[src/rtl/dm_arb_pkg.sv]
// Shared types and defaults for the two-master data-memory arbiter.
package dm_arb_pkg;

  localparam int DATA_W_DEF = 32;
  localparam int ADDR_W_DEF = 32;

  typedef enum logic [1:0] {
    ST_IDLE = 2'd0,
    ST_OWN0 = 2'd1,
    ST_OWN1 = 2'd2
  } arb_state_e;

endpackage

[src/rtl/rr_pick2.sv]
// Combinational 2-way round-robin pick: a lone requester wins, a tie goes to i_prio.
module rr_pick2 (
  input  logic [1:0] i_req,
  input  logic       i_prio,
  output logic [1:0] o_gnt
);

  // NOTE: o_gnt gets a default before the case so no path leaves it unassigned (no latch).
  always_comb begin
    o_gnt = 2'b00;
    case (i_req)
      2'b01:   o_gnt = 2'b01;
      2'b10:   o_gnt = 2'b10;
      2'b11:   o_gnt = i_prio ? 2'b10 : 2'b01;
      default: o_gnt = 2'b00;
    endcase
  end

endmodule

[src/rtl/dm_arbiter.sv]
// Two-master arbiter for the single-port data memory: round-robin with burst lock,
// MAX_HOLD anti-starvation and a registered ack/read-data return one cycle after acceptance.
module dm_arbiter
  import dm_arb_pkg::*;
#(
  parameter int DATA_W   = DATA_W_DEF,
  parameter int ADDR_W   = ADDR_W_DEF,
  parameter int MAX_HOLD = 8,
  parameter int CNT_W    = 4
) (
  input  logic              clk,
  input  logic              rst_n,
  input  logic              m0_req,
  input  logic              m0_we,
  input  logic              m0_lock,
  input  logic [ADDR_W-1:0] m0_addr,
  input  logic [DATA_W-1:0] m0_wdata,
  output logic              m0_gnt,
  output logic              m0_ack,
  output logic [DATA_W-1:0] m0_rdata,
  input  logic              m1_req,
  input  logic              m1_we,
  input  logic              m1_lock,
  input  logic [ADDR_W-1:0] m1_addr,
  input  logic [DATA_W-1:0] m1_wdata,
  output logic              m1_gnt,
  output logic              m1_ack,
  output logic [DATA_W-1:0] m1_rdata,
  output logic              mem_we,
  output logic [ADDR_W-1:0] mem_addr,
  output logic [DATA_W-1:0] mem_wdata,
  input  logic [DATA_W-1:0] mem_rdata
);

  arb_state_e       r_state, w_state_nxt;
  logic             r_prio, w_prio_nxt;
  logic [CNT_W-1:0] r_hold_cnt, w_hold_nxt;

  logic [1:0]  w_req, w_rr_gnt, w_gnt;
  logic        w_at_limit, w_keep0, w_keep1;
  logic        w_sel1, w_any, w_lock;
  arb_state_e  w_own;

  assign w_req      = {m1_req, m0_req};
  assign w_at_limit = (r_hold_cnt >= CNT_W'(MAX_HOLD));
  assign w_keep0    = (r_state == ST_OWN0) && m0_req && !(w_at_limit && m1_req);
  assign w_keep1    = (r_state == ST_OWN1) && m1_req && !(w_at_limit && m0_req);

  rr_pick2 u_rr (
    .i_req  (w_req),
    .i_prio (r_prio),
    .o_gnt  (w_rr_gnt)
  );

  // An owner keeps the bus until it drops req or hits the hold limit with the other waiting.
  always_comb begin
    w_gnt = w_rr_gnt;
    if (w_keep0)      w_gnt = 2'b01;
    else if (w_keep1) w_gnt = 2'b10;
    if (!rst_n)       w_gnt = 2'b00;
  end

  assign m0_gnt = w_gnt[0];
  assign m1_gnt = w_gnt[1];
  assign w_sel1 = w_gnt[1];
  assign w_any  = |w_gnt;
  assign w_lock = w_sel1 ? m1_lock : m0_lock;
  assign w_own  = w_sel1 ? ST_OWN1 : ST_OWN0;

  assign mem_we    = (w_gnt[0] & m0_we) | (w_gnt[1] & m1_we);
  assign mem_addr  = w_gnt[1] ? m1_addr  : (w_gnt[0] ? m0_addr  : '0);
  assign mem_wdata = w_gnt[1] ? m1_wdata : (w_gnt[0] ? m0_wdata : '0);

  always_comb begin
    w_state_nxt = r_state;
    w_prio_nxt  = r_prio;
    w_hold_nxt  = r_hold_cnt;
    if (w_any) begin
      w_prio_nxt = ~w_sel1;
      if (w_lock) begin
        w_state_nxt = w_own;
        if (r_state == w_own)
          w_hold_nxt = w_at_limit ? r_hold_cnt : r_hold_cnt + CNT_W'(1);
        else
          w_hold_nxt = CNT_W'(1);
      end else begin
        w_state_nxt = ST_IDLE;
        w_hold_nxt  = '0;
      end
    end else if ((r_state == ST_OWN0 && !m0_req) || (r_state == ST_OWN1 && !m1_req)) begin
      w_state_nxt = ST_IDLE;
      w_hold_nxt  = '0;
    end
  end

  // NOTE: state uses non-blocking assignments so every flop samples pre-edge values.
  always_ff @(posedge clk or negedge rst_n) begin
    if (!rst_n) begin
      r_state    <= ST_IDLE;
      r_prio     <= 1'b0;
      r_hold_cnt <= '0;
    end else begin
      r_state    <= w_state_nxt;
      r_prio     <= w_prio_nxt;
      r_hold_cnt <= w_hold_nxt;
    end
  end

  always_ff @(posedge clk or negedge rst_n) begin
    if (!rst_n) begin
      m0_ack   <= 1'b0;
      m1_ack   <= 1'b0;
      m0_rdata <= '0;
      m1_rdata <= '0;
    end else begin
      m0_ack <= w_gnt[0];
      m1_ack <= w_gnt[1];
      if (w_gnt[0] && !m0_we) m0_rdata <= mem_rdata;
      if (w_gnt[1] && !m1_we) m1_rdata <= mem_rdata;
    end
  end

endmodule

[config.mk]
export PLATFORM = sky130hd
export DESIGN_NAME = dm_arbiter
export DESIGN_NICKNAME = d
export VERILOG_FILES = /design/src/rtl/dm_arb_pkg.sv /design/src/rtl/rr_pick2.sv /design/src/rtl/dm_arbiter.sv
export SDC_FILE = /design/constraint.sdc
export NUM_CORES = 1
export LEC_CHECK = 0
export ABC_CLOCK_PERIOD_IN_PS = 3900
export BUFFER_PORTS_ARGS = -buffer_cell sky130_fd_sc_hd__buf_4
export CAP_MARGIN = 10
export CORE_AREA = 2 2 118 120
export CTS_CLUSTER_DIAMETER = 30
export DETAILED_ROUTE_END_ITERATION = 8
export DIE_AREA = 0 0 120 122
export MAX_ROUTING_LAYER = met4
export PLACE_DENSITY = 0.7
export SYNTH_ARGS = -nofsm -noshare
export SYNTH_HDL_FRONTEND = slang
export SYNTH_HIERARCHICAL = 1
export SYNTH_SLANG_ARGS = --single-unit
[constraint.sdc]
create_clock -name clk -period 3.9 [get_ports clk]
set_clock_uncertainty 0.15 [all_clocks]
set_input_delay 0.78 -clock clk [delete_from_list [all_inputs] [get_ports clk]]
set_output_delay 0.78 -clock clk [all_outputs]
set_load 0.02 [all_outputs]
==> results.json, run 1 <==
{
  "status": "finished, final reports clean",
  "area_growth_pct": 74.63,
  "yosysTopAreaCell": "dfrtp_1",
  "synth-xor-area-share": 0,
  "muxShareOfSynthArea": 0.2005,
  "rr_startpoint": "r_prio$_DFFE_PN0P_",
  "synthDistinctLibCells": 37,
  "hold_slack_ps": 336.2,
  "vias": 3588,
  "setup_viol": 0,
  "finalHoldViolCount": 0,
  "min-delay-start": "m1_rdata[16]$_DFFE_PN0P_",
  "hold_buffers": 0,
  "ant_nets": 0,
  "cts-resized-gates": 0,
  "grt-ovfl-total": 0,
  "wl_per_cell_microns": 17.15,
  "drive_gt1_frac": 0.6644,
  "path_class": "in2out",
  "layout_setup_ws_ps": 268.0,
  "met3_length_microns": 959,
  "critPathLaunchType": "primary input",
  "final_cell_mix": "buf_4 (305), dfrtp_1 (73), a22o_1 (66), mux2_2 (54), mux2_1 (10)",
  "reg2reg_to": "m0_rdata[10]$_DFFE_PN0P_",
  "design_area_sq_um": 6365,
  "grt_pass1_wl_mm": 19.35,
  "placed_cell_area_sq_um": 6047,
  "peakVddDrop_v": 0.0002083,
  "crit_path_start": "m0_req",
  "synth_area_leaders": "dfrtp_1 (50%), mux2_2 (17%), a22o_1 (16%)",
  "critPathMaxFanout": 64,
  "cts.htree.levels": 3,
  "pre_cts_ws_ps": 260.0,
  "p_total_mw": 4.313,
  "syn-num-nets": 447,
  "synth-seq-cells": 73,
  "ios": 301,
  "yosysWarnings": 6,
  "synthCells": 277,
  "hold_end": "m1_rdata[16]$_DFFE_PN0P_",
  "mostFrequentLayoutCell": "buf_4",
  "cts_tree": "done",
  "antenna_found_initial": 1,
  "worstPathArrival_ps": 2700,
  "clock_latency_ps": 330,
  "fp.dieW_microns": 120,
  "routed.top_layer": "met4",
  "wl_met2_mm": 6.672,
  "yosys.area_share.simple": 0.04600,
  "ff2ff_path_depth": 6,
  "core_area_sq_um": 13500,
  "grt_pass1_vias": 3661,
  "grt_max_degree": 74,
  "synth_area_sq_um": 3645,
  "clk_path_buf_depth": 2,
  "whs_path_depth": 1,
  "grt_usage": 0.1748,
  "clock_sink_count": 73,
  "yosysSeqAreaShare": 0.5012,
  "fin_crit_sh": 0.9313,
  "die_area_sq_um": 14640,
  "cts.clk_slew.worst_paths_ps": 60,
  "start_util": 0.2699,
  "synth_compound_area_frac": 0.1967,
  "die_height_microns": 122,
  "max-cap-violations": 0,
  "fmax_mhz": 275.3,
  "min_path_type": "reg2reg",
  "wl_met1_mm": 5.104,
  "layout.nets": 746,
  "drc": 0,
  "ff2ff_setup_slack_ps": 1460,
  "synth_top_family_by_area": "multiplexers",
  "hpwl_mm": 10.65,
  "period_needed_ps": 3632,
  "worstMarginPinSlew_ps": 914.1,
  "finalMaxSlewViolations": 0,
  "p_leak_nw": 3.181,
  "worstPathRequired_ps": 2970,
  "fin_tns_setup_ps": 0,
  "avgSynthCellArea_sq_um": 13.16,
  "synthAdderAreaFrac": 0.006866,
  "drt_wl_total_mm": 13.07,
  "cts_root_buf": "clkbuf_16",
  "maxSlewHeadroom": 0.3906,
  "first_iter_violations": 149,
  "cts_buffers": 9,
  "yosysTopAreaCellShare": 0.5012,
  "crit_path_end_kind": "output pin",
  "rows": 43,
  "cts_setup_buffers": 0,
  "drt_first_pass_iters": 4,
  "grt_setup_unrepaired": "no",
  "gp_congestion": 0.9660,
  "cellPowerDensity_nw_per_um2": 677.7,
  "viasPerCell": 4.709,
  "io_buffers": 300
}
[registers in the layout, summed over array words and instances (netlist names)]
register    cells
m1_ack          1
r_hold_cnt      4
r_state         2
r_prio          1
m0_rdata       32
m0_ack          1
m1_rdata       32
[metrics by stage]
stage               std cells    util
global placement          745  0.4478
global route              762  0.4713
CTS                       761  0.4711
detailed placement        745  0.4478
finish                    762  0.4713
floorplan                 277       -
[metal layers]
layer,global-route usage,vias up
met4,0.07426,0
li1,-,1659
met5,-,-
met1,0.2004,1717
met3,0.03652,26
met2,0.2972,186
[where the power goes]
part / switching (mW) / internal [mW] / total, mW
clock network: 0.295 / 0.547 / 0.842
logic: 1.11 / 1.05 / 2.16
registers: 0.202 / 1.11 / 1.31
total: 1.61 / 2.70 / 4.31
[worst max-delay path, stage by stage]
cell and delay (ps):
buf_4 120, a21boi_0 310, o21ai_0 120, a211o_1 350, nor3_4 230, buf_12 270, a22o_1 280, buf_4 180
[kinds of logic after synthesis]
kind of cell / count (synthesis)
compound gates: 86
fa+ha+maj: 2
buf+inv: 25
flops: 73
mux: 65
simple gates: 26
[cells in the mapped netlist]
cell type / count
dfrtp_1: 73
a22o_1: 66
mux2_2: 54
mux2_1: 10
buf_6: 9
nand2_1: 7
clkbuf_1: 5
inv_1: 5
nor2_1: 4
o21ai_0: 4
a21oi_1: 3
buf_4: 3
nand3_1: 3
nor3_4: 3
a21o_1: 2
buf_2: 2
ha_1: 2
nand2b_1: 2
nor2_2: 2
a211o_1: 1
a21boi_0: 1
a21boi_1: 1
a31o_2: 1
a31oi_2: 1
a32oi_1: 1
inv_4: 1
mux2i_1: 1
nand3b_1: 1
nor2b_1: 1
nor3_1: 1
nor4bb_1: 1
o21a_1: 1
o21ai_1: 1
o22a_1: 1
o22ai_1: 1
o31ai_1: 1
or2_4: 1
[worst max-delay path by stage]
| stage | slack [ps] | end | cells past startpoint |
|---|---|---|---|
| final | 270 | mem_addr[4] | 8 |
| after global routing | 170 | mem_addr[4] | 8 |
| after CTS | 260 | mem_addr[4] | 8 |
| after detailed placement | 260 | mem_addr[4] | 8 |
| after global placement | 290 | mem_addr[4] | 8 |
| after floorplan | 680 | mem_addr[10] | 6 |
[layout make-up]
type	count	area [sq um]
clock buffers	12	266.5
clock inverters	4	48.80
inverters	6	25.02
diodes	1	2.502
well taps	180	225.2
flip-flops and latches	73	1827
multi-input cells	179	1640
fillers	1237	7139
repair buffers	307	2330
No activity file was read; power rests on OpenSTA's default activity.
==> run 2: changes to the inputs <==
--- a/config.mk
+++ b/config.mk
@@ -13,7 +13,7 @@
 export DETAILED_ROUTE_END_ITERATION = 8
 export DIE_AREA = 0 0 120 122
 export MAX_ROUTING_LAYER = met4
-export PLACE_DENSITY = 0.7
+export PLACE_DENSITY = 0.57
 export SYNTH_ARGS = -nofsm -noshare
 export SYNTH_HDL_FRONTEND = slang
 export SYNTH_HIERARCHICAL = 1
==> results.json, run 2 (same netlist as run 1, synthesis figures left out) <==
{
  "cts_root_buf": "clkbuf_16",
  "cts_buffers": 9,
  "ff2ff_setup_slack_ps": 1160,
  "maxSlewHeadroom": 0.3971,
  "grt_usage": 0.2151,
  "critPathLaunchType": "primary input",
  "cts_tree": "done",
  "worstPathRequired_ps": 2970,
  "fp.dieW_microns": 120,
  "fin_crit_sh": 0.9227,
  "grt_setup_unrepaired": "no",
  "clk_path_buf_depth": 2,
  "start_util": 0.2699,
  "drt_wl_total_mm": 15.49,
  "peakVddDrop_v": 0.0002129,
  "critical_path.top_delay_family": "buffers and inverters",
  "layout.nets": 745,
  "critPathMostFrequentCell": "buf_4",
  "final_util": 0.4660,
  "crit_buf_inv": 4,
  "ant_nets": 0,
  "finalHoldViolCount": 0,
  "crit_chain": "buf_4, a21o_1, o21ai_1, or2_4, inv_4, buf_4, a22o_1, buf_4",
  "final_cell_mix": "buf_4 (305), dfrtp_1 (73), a22o_1 (66), mux2_2 (54), mux2_1 (10)",
  "antenna_found_initial": 0,
  "diodes": 0,
  "io_buffers": 300,
  "period_needed_ps": 3599,
  "crit_cells": 8,
  "hpwl_mm": 12.90,
  "clock_latency_ps": 330,
  "mostFrequentLayoutCell": "buf_4",
  "ff2ff_path_depth": 8,
  "cts_setup_buffers": 0,
  "first_iter_violations": 212,
  "status": "finished, final reports clean",
  "wl_per_cell_microns": 20.44,
  "hold_slack_ps": 80.64,
  "finalMaxSlewViolations": 0,
  "drt_first_pass_iters": 4,
  "grt_max_degree": 73,
  "critPathMaxFanout": 44,
  "area_growth_pct": 72.67,
  "clock_sink_count": 73,
  "cellPowerDensity_nw_per_um2": 667.6,
  "cts-resized-gates": 0,
  "crit_slowest_cell": "buf_4",
  "cts.htree.levels": 3,
  "grt_pass1_wl_mm": 22.22,
  "drive_gt1_frac": 0.6609,
  "crit_path_end_kind": "output pin",
  "die_height_microns": 122,
  "grt-ovfl-total": 0,
  "crit_path_max_incr_delay_ps": 510,
  "hold_buffers": 0,
  "fin_tns_setup_ps": 0,
  "gp_congestion": 0.8612,
  "min_path_type": "in2async",
  "viasPerCell": 4.645,
  "ios": 301,
  "die_area_sq_um": 14640,
  "worstMarginPinSlew_ps": 904.3,
  "reg_top3": "m0_rdata x32, m1_rdata x32, r_hold_cnt x4",
  "rows": 43,
  "p_leak_nw": 3.145,
  "path_class": "in2out",
  "worstPathArrival_ps": 2670,
  "grt_pass1_vias": 3594,
  "max-cap-violations": 0,
  "cts.clk_slew.worst_paths_ps": 50,
  "rr_startpoint": "r_state[1]$_DFFE_PN0P_",
  "vias": 3521,
  "setup_viol": 0,
  "drc": 0,
  "reg2reg_to": "r_hold_cnt[0]$_DFFE_PN0P_",
  "fmax_mhz": 277.9,
  "core_area_sq_um": 13500
}
-- run 2: changes by cell type in the layout (fill, tap and decap cells not counted) --
cell,change
bufinv_16,-1
inv_6,-1
clkbuf_1,+1
nor2_2,-1
clkbuf_8,-2
clkinv_4,+1
buf_12,-1
diode_2,-1
nor2_4,+1
-- run 2: cell type report --
class | count | area [sq um]
Inverter | 6 | 25.02
Tap cell | 180 | 225.2
Fill cell | 1298 | 7211
Sequential cell | 73 | 1827
Multi-Input combinational cell | 179 | 1645
Timing Repair Buffer | 306 | 2310
Clock inverter | 3 | 18.77
Clock buffer | 11 | 242.7
-- run 2: how the worst max path moves through the flow --
stage	startpoint	endpoint	slack, ps
floorplan	m0_req	mem_addr[10]	680
detailed placement	m1_req	mem_we	300
global route	r_state[1]$_DFFE_PN0P_	mem_we	180
CTS	m1_req	mem_we	300
finish	m1_req	mem_we	300
global placement	m1_req	mem_we	300
-- run 2: metrics by stage --
stage                     instances  instance area [sq um]  setup slack [ps]  total power, mW
after global routing            758                   6294             176.1            4.449
final                           758                   6294             301.3            4.202
after global placement          744                   6032             304.0            3.484
after CTS                       758                   6294             298.1            4.266
after floorplan                 277                   3645             683.9            2.471
after detailed placement        744                   6032             295.5            3.521
-- run 2: where the power goes --
part	total (mW)	switching [mW]	internal (mW)
Sequential	1.30	0.189	1.11
Combinational	2.18	1.13	1.04
Clock	0.728	0.289	0.439
-- run 2: layer usage --
metal	GRT usage	routed length, microns	vias up
li1	-	-	1647
met1	0.2215	5477	1678
met2	0.3803	8310	173
met3	0.06788	1211	23
met4	0.08824	492	0
met5	-	0	-
==> run 3: changes to the inputs <==
--- a/config.mk
+++ b/config.mk
@@ -5,15 +5,15 @@
 export SDC_FILE = /design/constraint.sdc
 export NUM_CORES = 1
 export LEC_CHECK = 0
-export ABC_CLOCK_PERIOD_IN_PS = 3900
+export ABC_CLOCK_PERIOD_IN_PS = 3950
 export BUFFER_PORTS_ARGS = -buffer_cell sky130_fd_sc_hd__buf_4
 export CAP_MARGIN = 10
-export CORE_AREA = 2 2 118 120
+export CORE_AREA = 2 2 116 118
 export CTS_CLUSTER_DIAMETER = 30
 export DETAILED_ROUTE_END_ITERATION = 8
-export DIE_AREA = 0 0 120 122
+export DIE_AREA = 0 0 118 120
 export MAX_ROUTING_LAYER = met4
-export PLACE_DENSITY = 0.57
+export PLACE_DENSITY = 0.59
 export SYNTH_ARGS = -nofsm -noshare
 export SYNTH_HDL_FRONTEND = slang
 export SYNTH_HIERARCHICAL = 1
==> constraint.sdc (replaced) <==
create_clock -name clk -period 3.95 [get_ports clk]
set_clock_uncertainty 0.15 [all_clocks]
set_input_delay 0.79 -clock clk [delete_from_list [all_inputs] [get_ports clk]]
set_output_delay 0.79 -clock clk [all_outputs]
set_load 0.02 [all_outputs]
==> results.json, run 3 (same netlist as run 1, synthesis figures left out) <==
{
  "status": "finished, final reports clean",
  "die_height_microns": 120,
  "reg_top3": "m0_rdata x32, m1_rdata x32, r_hold_cnt x4",
  "ios": 301,
  "antenna_found_initial": 5,
  "setup_viol": 0,
  "hpwl_mm": 13.16,
  "reg2reg_to": "r_hold_cnt[0]$_DFFE_PN0P_",
  "gp_congestion": 0.9212,
  "drt_wl_total_mm": 15.55,
  "period_needed_ps": 3779,
  "die_area_sq_um": 14160,
  "min_path_type": "in2async",
  "cts.clk_slew.worst_paths_ps": 60,
  "cts_buffers": 9,
  "cts.htree.levels": 3,
  "crit_path_end_kind": "output pin",
  "critPathLaunchType": "primary input",
  "cts_root_buf": "clkbuf_16",
  "wl_per_cell_microns": 20.30,
  "clk_path_buf_depth": 2,
  "viasPerCell": 4.828,
  "layout.nets": 750,
  "critPathMaxFanout": 9,
  "core_area_sq_um": 12980,
  "grt-ovfl-total": 0,
  "worstMarginPinSlew_ps": 757.2,
  "clock_latency_ps": 320,
  "io_buffers": 300,
  "finalHoldViolCount": 0,
  "cts_tree": "done",
  "drive_gt1_frac": 0.6650,
  "drc": 0,
  "cts-resized-gates": 0,
  "vias": 3698,
  "final_cell_mix": "buf_4 (309), dfrtp_1 (73), a22o_1 (66), mux2_2 (54), mux2_1 (10)",
  "rr_startpoint": "r_state[0]$_DFFE_PN0P_",
  "ff2ff_path_depth": 8,
  "mostFrequentLayoutCell": "buf_4",
  "grt_usage": 0.2220,
  "design_area_sq_um": 6386,
  "grt_max_degree": 73,
  "multi_input_comb_area_sq_um": 1645,
  "clock_sink_count": 73,
  "hold_buffers": 0,
  "fin_tns_setup_ps": 0,
  "cellPowerDensity_nw_per_um2": 667.1,
  "rows": 42,
  "fmax_mhz": 264.6,
  "placed_cell_area_sq_um": 6077,
  "ff2ff_setup_slack_ps": 1300,
  "finalMaxSlewViolations": 0,
  "max-cap-violations": 0,
  "first_iter_violations": 166,
  "peakVddDrop_v": 0.0002413,
  "path_class": "in2out",
  "maxSlewHeadroom": 0.4952,
  "worstPathRequired_ps": 3010,
  "grt_pass1_wl_mm": 22.63,
  "grt_setup_unrepaired": "no",
  "p_leak_nw": 3.183,
  "ant_nets": 0,
  "fp.dieW_microns": 118,
  "n_fill_cell": 1221,
  "drt_first_pass_iters": 6,
  "cts_setup_buffers": 0,
  "start_util": 0.2808,
  "fin_crit_sh": 0.9568,
  "seqCellArea_sq_um": 1827,
  "grt_pass1_vias": 3729,
  "area_growth_pct": 75.21,
  "worstPathArrival_ps": 2840
}
## run 3: worst max-delay path by stage
stage               startpoint           end  slack, ps
detailed placement      m0_req   mem_addr[4]        200
finish                  m0_req   mem_addr[4]        170
global placement        m1_req   mem_addr[4]        260
CTS                     m0_req   mem_addr[4]        190
global route            m0_req   mem_addr[4]         70
floorplan               m0_req  mem_addr[10]        710
## run 3: per-layer routing
layer	track usage	wire length [microns]
met1	0.2501	6145
met2	0.3757	8086
met3	0.07129	1127
met4	0.07154	187
met5	-	0
## run 3: power by group
| part | internal, mW | total [mW] | switching [mW] |
|---|---|---|---|
| clock | 0.491 | 0.798 | 0.307 |
| combinational | 1.04 | 2.18 | 1.14 |
| sequential | 1.09 | 1.28 | 0.189 |
## run 3: stage by stage
stage          power (mW)    util  worst slack (ps)  instances  hold slack, ps
2_1_floorplan       2.439       -             713.9        277           332.8
3_3_place_gp        3.461  0.4682             255.8        745           319.2
3_5_place_dp        3.505  0.4682             200.8        745           327.3
4_1_cts             4.319  0.4910             194.4        761           138.0
5_1_grt             4.497  0.4920             72.68        766           139.3
6_report            4.260  0.4920             170.7        766           147.4
## run 3: critical path, cell delays in order
cell      delay [ps]
buf_4            120
a21boi_0         320
o21ai_0          120
a211o_1          340
nor3_4           470
buf_4            300
a22o_1           180
buf_4            180
## run 3: final cells by class
| type | count | share of cell area |
|---|---|---|
| well taps | 176 | 0.03448 |
| flip-flops and latches | 73 | 0.2861 |
| multi-input cells | 179 | 0.2576 |
| inverters | 6 | 0.003918 |
| diodes | 5 | 0.001959 |
| clock inverters | 6 | 0.01058 |
| clock buffers | 10 | 0.03585 |
| repair buffers | 311 | 0.3695 |
